$ cat config.mk
export PLATFORM = sky130hd
export DESIGN_NAME = sva_req_pulse_arbiter_flat
export DESIGN_NICKNAME = d
export VERILOG_FILES = /design/src/rtl/sva_req_pulse_arbiter_if.sv /design/src/rtl/sva_req_pulse_arbiter.sv /design/src/flat_wrapper.sv
export SDC_FILE = /design/constraint.sdc
export NUM_CORES = 1
export LEC_CHECK = 0
export CORE_MARGIN = 2
export CORE_UTILIZATION = 30
export DETAILED_ROUTE_END_ITERATION = 10
export PLACE_DENSITY = 0.57
export SETUP_SLACK_MARGIN = 0.4
export SLEW_MARGIN = 20
export SYNTH_ARGS = -nofsm -noshare
export SYNTH_HDL_FRONTEND = slang
export SYNTH_SLANG_ARGS = --single-unit
export TNS_END_PERCENT = 20
$ cat constraint.sdc
create_clock -name clk -period 2.9 [get_ports clk]
set_clock_uncertainty 0.1 [all_clocks]
set_input_delay 0.435 -clock clk [delete_from_list [all_inputs] [get_ports clk]]
set_output_delay 0.435 -clock clk [all_outputs]
set_load 0.05 [all_outputs]
$ cat src/rtl/sva_req_pulse_arbiter_if.sv
// sva_req_pulse_arbiter_if
//   Bundles the request, grant and resource-handshake signals of the
//   pulse arbiter.
//   master : arbiter side. It drives req, req_id, gnt_vec, busy and timeout_err.
//   slave  : agent/resource side. It drives req_vec and done.
//   Ports of the bundle:
//     req_vec     [NUM_REQ] level requests from the agents
//     done        [1]       resource completion strobe
//     req         [1]       single-cycle request pulse to the resource
//     req_id      [ID_W]    index of the current winner
//     gnt_vec     [NUM_REQ] one-hot grant
//     busy        [1]       arbiter not idle
//     timeout_err [1]       one-cycle pulse when done never arrived
interface sva_req_pulse_arbiter_if #(
    parameter int NUM_REQ = 4,
    parameter int ID_W    = $clog2(NUM_REQ)
);
    logic [NUM_REQ-1:0] req_vec;
    logic               done;
    logic               req;
    logic [ID_W-1:0]    req_id;
    logic [NUM_REQ-1:0] gnt_vec;
    logic               busy;
    logic               timeout_err;

    modport master (
        input  req_vec, done,
        output req, req_id, gnt_vec, busy, timeout_err
    );

    modport slave (
        output req_vec, done,
        input  req, req_id, gnt_vec, busy, timeout_err
    );
endinterface

$ cat src/rtl/sva_req_pulse_arbiter.sv
// sva_req_pulse_arbiter
//   Round-robin arbiter and sequencer for a resource that requires its
//   request input to be a single-cycle pulse (req |=> !req). Each grant
//   runs through IDLE -> ISSUE -> WAIT -> GAP. One req pulse is issued,
//   the block then waits for done or a timeout, and then spends one idle
//   cycle in GAP.
//   Ports:
//     clk  : clock, all logic on posedge
//     rst  : asynchronous active-high reset
//     bus  : sva_req_pulse_arbiter_if.master (req_vec/done in; req, req_id,
//            gnt_vec, busy, timeout_err out). All outputs are registered
//            or decoded from the state register.
module sva_req_pulse_arbiter #(
    parameter int NUM_REQ = 4,
    parameter int TIMEOUT = 16,
    parameter int ID_W    = $clog2(NUM_REQ)
) (
    input  logic                     clk,
    input  logic                     rst,
    sva_req_pulse_arbiter_if.master  bus
);
    localparam int CNT_W = $clog2(TIMEOUT + 1);

    typedef enum logic [1:0] {IDLE, ISSUE, WAIT, GAP} state_t;

    state_t             state, state_nxt;
    logic [ID_W-1:0]    ptr, ptr_nxt;
    logic [ID_W-1:0]    id_r, id_nxt;
    logic [CNT_W-1:0]   cnt, cnt_nxt;
    logic               req_r, req_nxt;
    logic               to_r, to_nxt;
    logic [NUM_REQ-1:0] gnt_r, gnt_nxt;

    logic [ID_W-1:0]    winner;
    logic               found;
    logic [ID_W:0]      idx;

    // Round-robin search. Start at ptr and wrap modulo NUM_REQ. The index
    // has one extra bit so that ptr+i can be reduced without overflow.
    always_comb begin
        winner = ptr;
        found  = 1'b0;
        idx    = '0;
        for (int i = 0; i < NUM_REQ; i++) begin
            idx = {1'b0, ptr} + (ID_W+1)'(i);
            if (idx >= (ID_W+1)'(NUM_REQ))
                idx = idx - (ID_W+1)'(NUM_REQ);
            if (!found && bus.req_vec[idx[ID_W-1:0]]) begin
                found  = 1'b1;
                winner = idx[ID_W-1:0];
            end
        end
    end

    always_comb begin
        state_nxt = state;
        ptr_nxt   = ptr;
        id_nxt    = id_r;
        cnt_nxt   = cnt;
        gnt_nxt   = gnt_r;
        req_nxt   = 1'b0;
        to_nxt    = 1'b0;
        unique case (state)
            IDLE: begin
                if (found) begin
                    state_nxt       = ISSUE;
                    id_nxt          = winner;
                    req_nxt         = 1'b1;
                    gnt_nxt         = '0;
                    gnt_nxt[winner] = 1'b1;
                end
            end
            ISSUE: begin
                // done is not sampled here. WAIT always follows, so req
                // drops on the next clock.
                state_nxt = WAIT;
                cnt_nxt   = '0;
            end
            WAIT: begin
                if (cnt != CNT_W'(TIMEOUT))
                    cnt_nxt = cnt + CNT_W'(1);
                // On the last allowed cycle done takes priority over the timeout.
                if (bus.done || cnt == CNT_W'(TIMEOUT - 1)) begin
                    state_nxt = GAP;
                    gnt_nxt   = '0;
                    to_nxt    = !bus.done;
                    ptr_nxt   = (id_r == ID_W'(NUM_REQ - 1)) ? '0 : id_r + ID_W'(1);
                end
            end
            GAP: begin
                state_nxt = IDLE;
            end
            default: begin
                state_nxt = IDLE;
            end
        endcase
    end

    always_ff @(posedge clk or posedge rst) begin
        if (rst) begin
            state <= IDLE;
            ptr   <= '0;
            id_r  <= '0;
            cnt   <= '0;
            gnt_r <= '0;
            req_r <= 1'b0;
            to_r  <= 1'b0;
        end else begin
            state <= state_nxt;
            ptr   <= ptr_nxt;
            id_r  <= id_nxt;
            cnt   <= cnt_nxt;
            gnt_r <= gnt_nxt;
            req_r <= req_nxt;
            to_r  <= to_nxt;
        end
    end

    assign bus.req         = req_r;
    assign bus.req_id      = id_r;
    assign bus.gnt_vec     = gnt_r;
    assign bus.timeout_err = to_r;
    assign bus.busy        = (state != IDLE);
endmodule

$ cat src/flat_wrapper.sv
// flat-port wrapper written by rule: the top's interface ports become plain ports
module sva_req_pulse_arbiter_flat 
#(
    parameter int NUM_REQ = 4,
    parameter int TIMEOUT = 16,
    parameter int ID_W    = $clog2(NUM_REQ)
)
  (clk, rst, bus_req_vec, bus_done, bus_req, bus_req_id, bus_gnt_vec, bus_busy, bus_timeout_err);
  sva_req_pulse_arbiter_if #(.NUM_REQ(NUM_REQ), .ID_W(ID_W)) bus_i ();
  input  logic clk;
  input  logic rst;
  input wire logic [$bits(bus_i.req_vec)-1:0] bus_req_vec;
  input wire logic [$bits(bus_i.done)-1:0] bus_done;
  output wire logic [$bits(bus_i.req)-1:0] bus_req;
  output wire logic [$bits(bus_i.req_id)-1:0] bus_req_id;
  output wire logic [$bits(bus_i.gnt_vec)-1:0] bus_gnt_vec;
  output wire logic [$bits(bus_i.busy)-1:0] bus_busy;
  output wire logic [$bits(bus_i.timeout_err)-1:0] bus_timeout_err;
  assign bus_i.req_vec = bus_req_vec;
  assign bus_i.done = bus_done;
  assign bus_req = bus_i.req;
  assign bus_req_id = bus_i.req_id;
  assign bus_gnt_vec = bus_i.gnt_vec;
  assign bus_busy = bus_i.busy;
  assign bus_timeout_err = bus_i.timeout_err;
  sva_req_pulse_arbiter #(.NUM_REQ(NUM_REQ), .TIMEOUT(TIMEOUT), .ID_W(ID_W)) u_core (.clk(clk), .rst(rst), .bus(bus_i));
endmodule
== Word-level counts from Yosys, hierarchy flattened ==
Index checks and enable logic that the tools add are counted.

* Order comparisons: 10
* Muxes and demuxes: 35
* $add $sub $neg: 9
* Equal/unequal tests: 9
* Reductions and logical operators: 18

{| class="wikitable"
|+ Operators by type and width
! cell !! number
|-
| 2-to-1 mux 2 bit || 11
|-
| less-than comparator 2 x 3 -> 1 bit (second input constant) || 5
|-
| 2-to-1 mux 1 bit || 13
|-
| case mux 5 bit (2 select lines) || 1
|-
| >= comparator 3 bit (second input constant) || 3
|-
| binary-select mux 1 bit (select 2 bit) || 4
|-
| 2-to-1 mux 4 bit || 2
|-
| case mux 2 bit (4 select lines) || 1
|-
| case mux 4 bit (2 select lines) || 1
|-
| AND reduction 2 bit || 4
|-
| subtractor 2 x 1 -> 2 bit (second input constant) || 4
|-
| adder 2 x 2 -> 3 bit (second input constant) || 2
|-
| == test 2 bit (second input constant) || 3
|-
| != test 2 x 1 -> 1 bit (second input constant) || 3
|-
| nonzero test 2 bit || 3
|-
| adder 5 x 1 -> 5 bit (second input constant) || 1
|-
| == test 5 x 4 -> 1 bit (second input constant) || 1
|-
| 2-to-1 mux 5 bit || 1
|-
| != test 5 bit (second input constant) || 1
|-
| logical AND 1 bit || 4
|-
| logical NOT 1 bit || 4
|-
| adder 2 x 1 -> 3 bit (second input constant) || 1
|-
| >= comparator 2 x 3 -> 1 bit (second input constant) || 1
|-
| AND reduction 3 bit || 1
|-
| 6 further kinds || 6
|}

* Bits of input ports: 7
* Output and inout bits: 9
* Logic and storage cells: 88
* Register bits after elaboration: 17

== Longest topological paths before layout ==
* Depth in word-level cells: 20
* Mapped depth: 7
* Mapped depth without buffers: 7

== Worst setup path after synthesis ==
OpenSTA, ideal clock, no wires.

* Path kind: register to register
* Start point: register u_core.cnt[0]
* End point: register u_core.ptr[1]
* Cell stages (with the launch flop): 6
* Setup slack: 1,056 ps
* Path buffers: 0
* Library setup time: 125 ps
* Data arrival time: 1,619 ps
* Data required time: 2,675 ps
* Period minus slack after synthesis: 1,844 ps
* Cell sequence: dfrtp_1 ha_1 and3_1 ha_1 o21ai_0 mux2_2

* Cells in the longest elaborated chain, start to end: 3

{| class="wikitable"
|+ Ends and longest elaborated chain
! element !! line !! source
|-
| from (decl) || sva_req_pulse_arbiter.sv:29 || <nowiki>logic [CNT_W-1:0] cnt, cnt_nxt;</nowiki>
|-
| from (signal assigned) || sva_req_pulse_arbiter.sv:112 || <nowiki>cnt <= cnt_nxt;</nowiki>
|-
| == test 5 x 4 -> 1 bit || sva_req_pulse_arbiter.sv:83 || <nowiki>if (bus.done || cnt == CNT_W'(TIMEOUT - 1)) begin</nowiki>
|-
| logical OR 1 bit || sva_req_pulse_arbiter.sv:83 ||
|-
| AND reduction 2 bit (no source line) || -- ||
|-
| to (signal assigned) || sva_req_pulse_arbiter.sv:110 || <nowiki>ptr <= ptr_nxt;</nowiki>
|-
| to (decl) || sva_req_pulse_arbiter.sv:27 || <nowiki>logic [ID_W-1:0] ptr, ptr_nxt;</nowiki>
|}

No other way between the ends.
A chain may end at the register's enable or synchronous reset.

== Worst setup path after layout ==
* Start point: register u_core.state[0]
* End point: output port bus_busy

* Cells in the longest elaborated chain, start to end: 1

{| class="wikitable"
|+ Ends and longest elaborated chain
! element !! line !! source
|-
| from (decl) || sva_req_pulse_arbiter.sv:26 || <nowiki>state_t state, state_nxt;</nowiki>
|-
| from (signal assigned) || sva_req_pulse_arbiter.sv:109 || <nowiki>state <= state_nxt;</nowiki>
|-
| nonzero test 2 bit || sva_req_pulse_arbiter.sv:123 || <nowiki>assign bus.busy = (state != IDLE);</nowiki>
|-
| to (decl) || flat_wrapper.sv:17 || <nowiki>output wire logic [$bits(bus_i.busy)-1:0] bus_busy;</nowiki>
|}

No other way between the ends.

==> reports/qor.yml <==
outcome: "complete, no violations"
drtIter0Drc: 38
row_count: 20
drt_wl_total_mm: 1.804
ys.warnings.count: 0
ctsHoldBuffers: 0
chipWidth_um: 59.97
dieArea_um2: 3596
root_buffer: "clkbuf_4"
p_leak_uw: 0.0005222
grt.total_usage_pct: 11.71
relSlewSlack_pct: 54.32
crit_slowest_cell: "clkdlybuf4s50_1"
critPathMaxStageDelay_ns: 0.79
cts_buffers: 3
die_h_um: 59.97
worstPathRequired_ns: 2.37
clk_latency_ns: 0.29
grt_use_met2_pct: 19.72
busiest_layer: "met2"
p_int_uw: 619.7
antenna_found_initial: 0
rsz0062_at_grt: "false"
ctsResizeCount: 0
clkTransAtPathRegs_ns: 0.10
seq_area_frac_synth_pct: 45.27
start_util_pct: 31.03
hold_viol_final: 0
max_freq_mhz: 413.6
power_density_nw_per_um2: 1015
post_cts_buffers: 0
fin_nets: 129
setup_tns_ns: 0
placed_area_um2: 1140
combPwrFrac_pct: 54.7
wl_per_cell_um: 11.49
io_buffers: 15
crit_chain: "inv_1 -> ha_1 -> inv_1 -> clkdlybuf4s50_1"
grt_max_degree: 18
setup_violations: 0
ios: 16
fillers: 311
drc: 0
avgViaCountPerCell: 4.707
synth_cell_types: 29
ant_nets: 0
layout_setup_ws_ns: 0.4820
use_met1_pct: 14.38
maxCapViolations: 0
synth_cells: 95
ir_drop_uv: 266.3
diodes: 0
multi_input_area_um2: 467.9
cts.path.max_buffers: 2
syn_avg_cell_area_um2: 9.891
worstPathArrival_ns: 1.88
htree_levels: 1
report.final.slew_viol_count: 0
crit_fanout: 5
grt.met3_usage_pct: 3.896
drive_gt1_share_pct: 7.965
finalCritPeriodShare_pct: 83.38
vias: 739
finalWeightedCongestion: 0.7277
dp_slack_ns: 0.6685
cp_top_family: "buffers and inverters"
dp_cells: 153
area_delta_synth_final_pct: 24.23
seqCellArea_um2: 425.4
dp_hpwl_mm: 1.368
switching_share_pct: 47.69
fin_area_um2: 1167
worstMarginPinSlew_ns: 0.6793
dr.pass1.iters: 2
clock-sinks: 17
worstSetupPathType: "flip-flop to output pin"
period_minus_slack_ns: 2.418
grt_pass1_wl_mm: 3.105
synth_nets: 110
final_cells: 157
critPathBufInv: 3
syn_area_um2: 939.7
end_kind: "output pin"
p_clk_share_pct: 10.7
hp-class: "flip-flop to flip-flop"
crit_top_cell: "inv_1"
seqPwrFrac_pct: 34.7
synth_seq_cells: 17
grt_overflow_total: 0
cts_tree: "built"
switching_power_uw: 565.1
core_um2: 3028
first_global_vias: 716
startpoint_type: "flip-flop"
path summary, 6_finish.rpt:
path / to / slack (ns) / cells after the start / startpoint
setup / recovery: bus_busy / 0.48 / 4 / u_core.state[0]
hold / removal: u_core.bus.gnt_vec[1] / 0.40 / 1 / u_core.bus.gnt_vec[1]
setup reg to reg: u_core.bus.gnt_vec[3] / 0.84 / 7 / u_core.cnt[0]
hold reg to reg: u_core.bus.gnt_vec[1] / 0.40 / 1 / u_core.bus.gnt_vec[1]
max in group asynchronous: u_core.ptr[0] / 1.86 / 2 / rst
min in group asynchronous: u_core.bus.req / 0.42 / 2 / rst
cell usage after synthesis:
cell type	instances	area [µm²]
o221ai_1	1	8.760
nor3b_1	1	7.510
o21ai_0	11	55.05
a21oi_1	5	25.02
nand2b_1	2	12.51
a211oi_1	1	7.510
a32o_1	4	40.04
dfrtp_1	17	425.4
o22ai_1	1	6.260
ha_1	8	100.1
or2b_1	1	7.510
mux2i_1	1	10.01
mux2_2	1	11.26
buf_2	1	5.000
nor4_2	1	12.51
nor2_2	1	6.260
nor2b_1	2	12.51
inv_1	11	41.29
o221a_2	1	11.26
nand3_1	4	20.02
a221o_1	1	10.01
nor2b_4	1	13.76
nand4_1	1	6.260
nor2_1	6	22.52
and3b_1	1	8.760
and3_1	1	6.260
o31ai_1	2	15.01
nand2_1	6	22.52
o22a_1	1	8.760
registers in the layout (all words and copies together) (netlist names):
| name | cells |
|---|---|
| u_core.bus.req_id | 2 |
| u_core.ptr | 2 |
| u_core.cnt | 5 |
| u_core.bus.req | 1 |
| u_core.state | 2 |
| u_core.bus.timeout_err | 1 |
| u_core.bus.gnt_vec | 4 |
cell usage in the layout, fill, tap and decap left out, types with 2 or more instances in the layout:
cell type        count
nor2_1               6
dfrtp_1             17
nand3_1              4
o31ai_1              2
a32o_1               4
o21ai_0             11
inv_1               11
nand2_1              6
clkbuf_4             3
a21oi_1              5
nor2b_1              2
ha_1                 8
clkdlybuf4s50_1     15
nand2b_1             2
layer usage:
| metal | share of wire, % | up-vias |
|---|---|---|
| li1 | - | 378 |
| met1 | 45 | 348 |
| met2 | 51 | 11 |
| met3 | 3.5 | 2 |
| met4 | 0.83 | 0 |
| met5 | 0 | - |
kinds of logic after synthesis:
family	after synthesis	share of synthesized area (%)
buffers and inverters	12	4.926
adders and majority gates	8	10.65
and+or+nand+nor	28	16.91
DFF	17	45.27
AOI/OAI and AO/OA	28	19.97
muxes	2	2.264
stage by stage:
| step | hold WS, ns | power, µW | utilization [%] |
|---|---|---|---|
| after floorplan | 0.2611 | 877.9 | - |
| after global placement | 0.3765 | 1054 | 37.64 |
| after detailed placement | 0.3818 | 1071 | 37.64 |
| after CTS | 0.4065 | 1205 | 38.55 |
| after global routing | 0.4286 | 1297 | 38.55 |
| final | 0.3977 | 1185 | 38.55 |
area by class of cell:
type | instances | area share [%]
clock buffers | 3 | 1.929
clock inverters | 1 | 0.4287
inverters | 11 | 3.537
multi-input cells | 66 | 40.09
flip-flops and latches | 17 | 36.44
well taps | 44 | 4.716
repair buffers | 15 | 12.86
power by group through the flow:
| stage | combinational (µW) | clock, µW | sequential (µW) |
|---|---|---|---|
| 2_1_floorplan | 348 | 0 | 530 |
| 3_3_place_gp | 643 | 0 | 411 |
| 3_5_place_dp | 657 | 0 | 414 |
| 4_1_cts | 657 | 137 | 411 |
| 5_1_grt | 720 | 152 | 425 |
| 6_report | 648 | 127 | 411 |
(Power assumes the default switching activity.)
==> edit, RTL diff (same flow settings) <==
`TIMEOUT` is set to 16 in 2 places; all go to 32.
--- a/src/rtl/sva_req_pulse_arbiter.sv
+++ b/src/rtl/sva_req_pulse_arbiter.sv
@@ -12,7 +12,7 @@
 //            or decoded from the state register.
 module sva_req_pulse_arbiter #(
     parameter int NUM_REQ = 4,
-    parameter int TIMEOUT = 16,
+    parameter int TIMEOUT = 32,
     parameter int ID_W    = $clog2(NUM_REQ)
 ) (
     input  logic                     clk,
--- a/src/flat_wrapper.sv
+++ b/src/flat_wrapper.sv
@@ -2,7 +2,7 @@
 module sva_req_pulse_arbiter_flat 
 #(
     parameter int NUM_REQ = 4,
-    parameter int TIMEOUT = 16,
+    parameter int TIMEOUT = 32,
     parameter int ID_W    = $clog2(NUM_REQ)
 )
   (clk, rst, bus_req_vec, bus_done, bus_req, bus_req_id, bus_gnt_vec, bus_busy, bus_timeout_err);
Formal check against the unedited RTL: no difference found for any inputs over 10 cycles, from zero or initial values and one cycle with rst high; that may be too few to reach the edited logic, so the function may still have changed.
==> edit against the unedited design <==
- power grew 11%
- final area grew 10%
- worst setup slack gained 0.36 ns
- maximum frequency grew 17%
- synthesized cell count grew 3.2%
- sequential cell count grew 1
- synthesized area grew 11%
- wire length grew 13%
- critical endpoint is now bus_req_id[0]
- highest routed layer unchanged
==> edit: results (changes against the unedited design) <==
[run_status]
status=completed

[route]
routed-via-count=783  ; +6.0%
dr.pass1.iters=4  ; +2
drt-wirelength-per-cell_um=12.6  ; +9.8%
drt_iter0_drc=35  ; -7.9%

[placed_design]
gp_congestion=0.789  ; +8.4%
dpl_cell_area_um2=1240  ; +9.2%
dpl.hpwl_um=1550  ; +13%
place_ws_ns=0.736  ; +0.0674 ns

[worst_setup_path]
crit_arrival_ns=1.53  ; -0.35 ns
r2r-end=u_core.state[1]
reg2reg_from=u_core.state[0]
r2r.worst_path.cells=5  ; -2
cp_slowest_stage_delay_ns=0.83  ; +0.04 ns
r2r_setup_slack_ns=0.95  ; +0.11 ns
critPathLaunch=u_core.bus.req_id[0]
cp_max_fo=4  ; -1
cp-endpoint=bus_req_id[0]
cp-end-kind=output pin

[logic_synthesis]
synth_seq_area_share=0.432  ; -0.0206
yosys_warnings=0  ; unchanged
ys_top_cells_by_count=dfrtp_1, inv_1, ha_1
synth.area.top_cells=dfrtp_1, ha_1, a32o_1
syn_nets=112  ; +1.8%
ys_types=38  ; +31%
synth_top_family_by_area=simple AND/OR/NAND/NOR gates
synth_compound_area_frac=0.181  ; -0.0185
synthAdderAreaFrac=0.0840  ; -0.0225
synthMuxAreaShare=0.0456  ; +0.0230
syn_area_per_cell_um2=10.6  ; +7.5%
synth-xor-area-share=0.0252  ; +0.0252
async_flop_share=1.00  ; unchanged

[final_layout]
finalNetCount=131  ; +1.6%
instances_no_fill=162  ; +3.2%
n_fill_cell=341  ; +9.6%
largest_register_ff_count=6  ; +1
drive_above_1_share=0.129  ; +0.0497

[sta]
worstMarginPinSlew_ns=0.696  ; +0.0164 ns
holdWs_ns=0.403  ; +0.00513 ns
timing.final.crit_share=0.711  ; -0.123

[global_routing]
grt_pass1_wl_um=3480  ; +12%
grt_max_degree=19  ; +1
grt.total_usage=0.110  ; -0.00675
grt_pass1_vias=805  ; +12%
antenna_found_initial=0  ; unchanged

[power_and_ir_drop]
ir_drop_uv=459  ; +72%
p_leak_nw=0.552  ; +5.6%
sw_frac_of_total=0.463  ; -0.0140
total_power_mw=1.32  ; +11%
clockPowerShare=0.118  ; +0.011
sequentialPowerShare=0.325  ; -0.022

[clock_network]
cts_resized=0  ; unchanged
cts-buffers-inserted=3  ; unchanged
ctsRootBufferMaster=clkbuf_4
htreeDepth=1  ; unchanged

[hold_path]
hold_depth=1  ; unchanged
min_to=u_core.bus.gnt_vec[0]
min_from=u_core.bus.gnt_vec[0]
hold_path_class=reg2reg

-- edit: cell count changes after synthesis, sizes merged, moves of 2 or more --
| cell | delta |
|---|---|
| nor3 | +2 |
| o31ai | -2 |
| a21oi | -4 |
| o21ai | -2 |
| nand2b | +3 |
| mux2 | +2 |
| nand2 | -2 |
| xnor2 | +3 |
-- edit: layout make-up --
cell class / instances / area (um^2) / area share
Timing Repair Buffer: 15 / 153 / 0.119
Multi-Input combinational cell: 69 / 549 / 0.428
Tap cell: 46 / 57.6 / 0.0448
Sequential cell: 18 / 450 / 0.351
Inverter: 10 / 37.5 / 0.0292
Clock buffer: 4 / 36.3 / 0.0283
-- edit: metal layers --
metal | vias to the layer above | track usage | routed length (um) | share of wire
met3 | 5 | 0.0252 | 74 | 0.036
li1 | 392 | - | - | -
met5 | - | 0 | 0 | 0
met1 | 371 | 0.126 | 945 | 0.46
met4 | 0 | 0.0583 | 39 | 0.019
met2 | 15 | 0.190 | 984 | 0.48
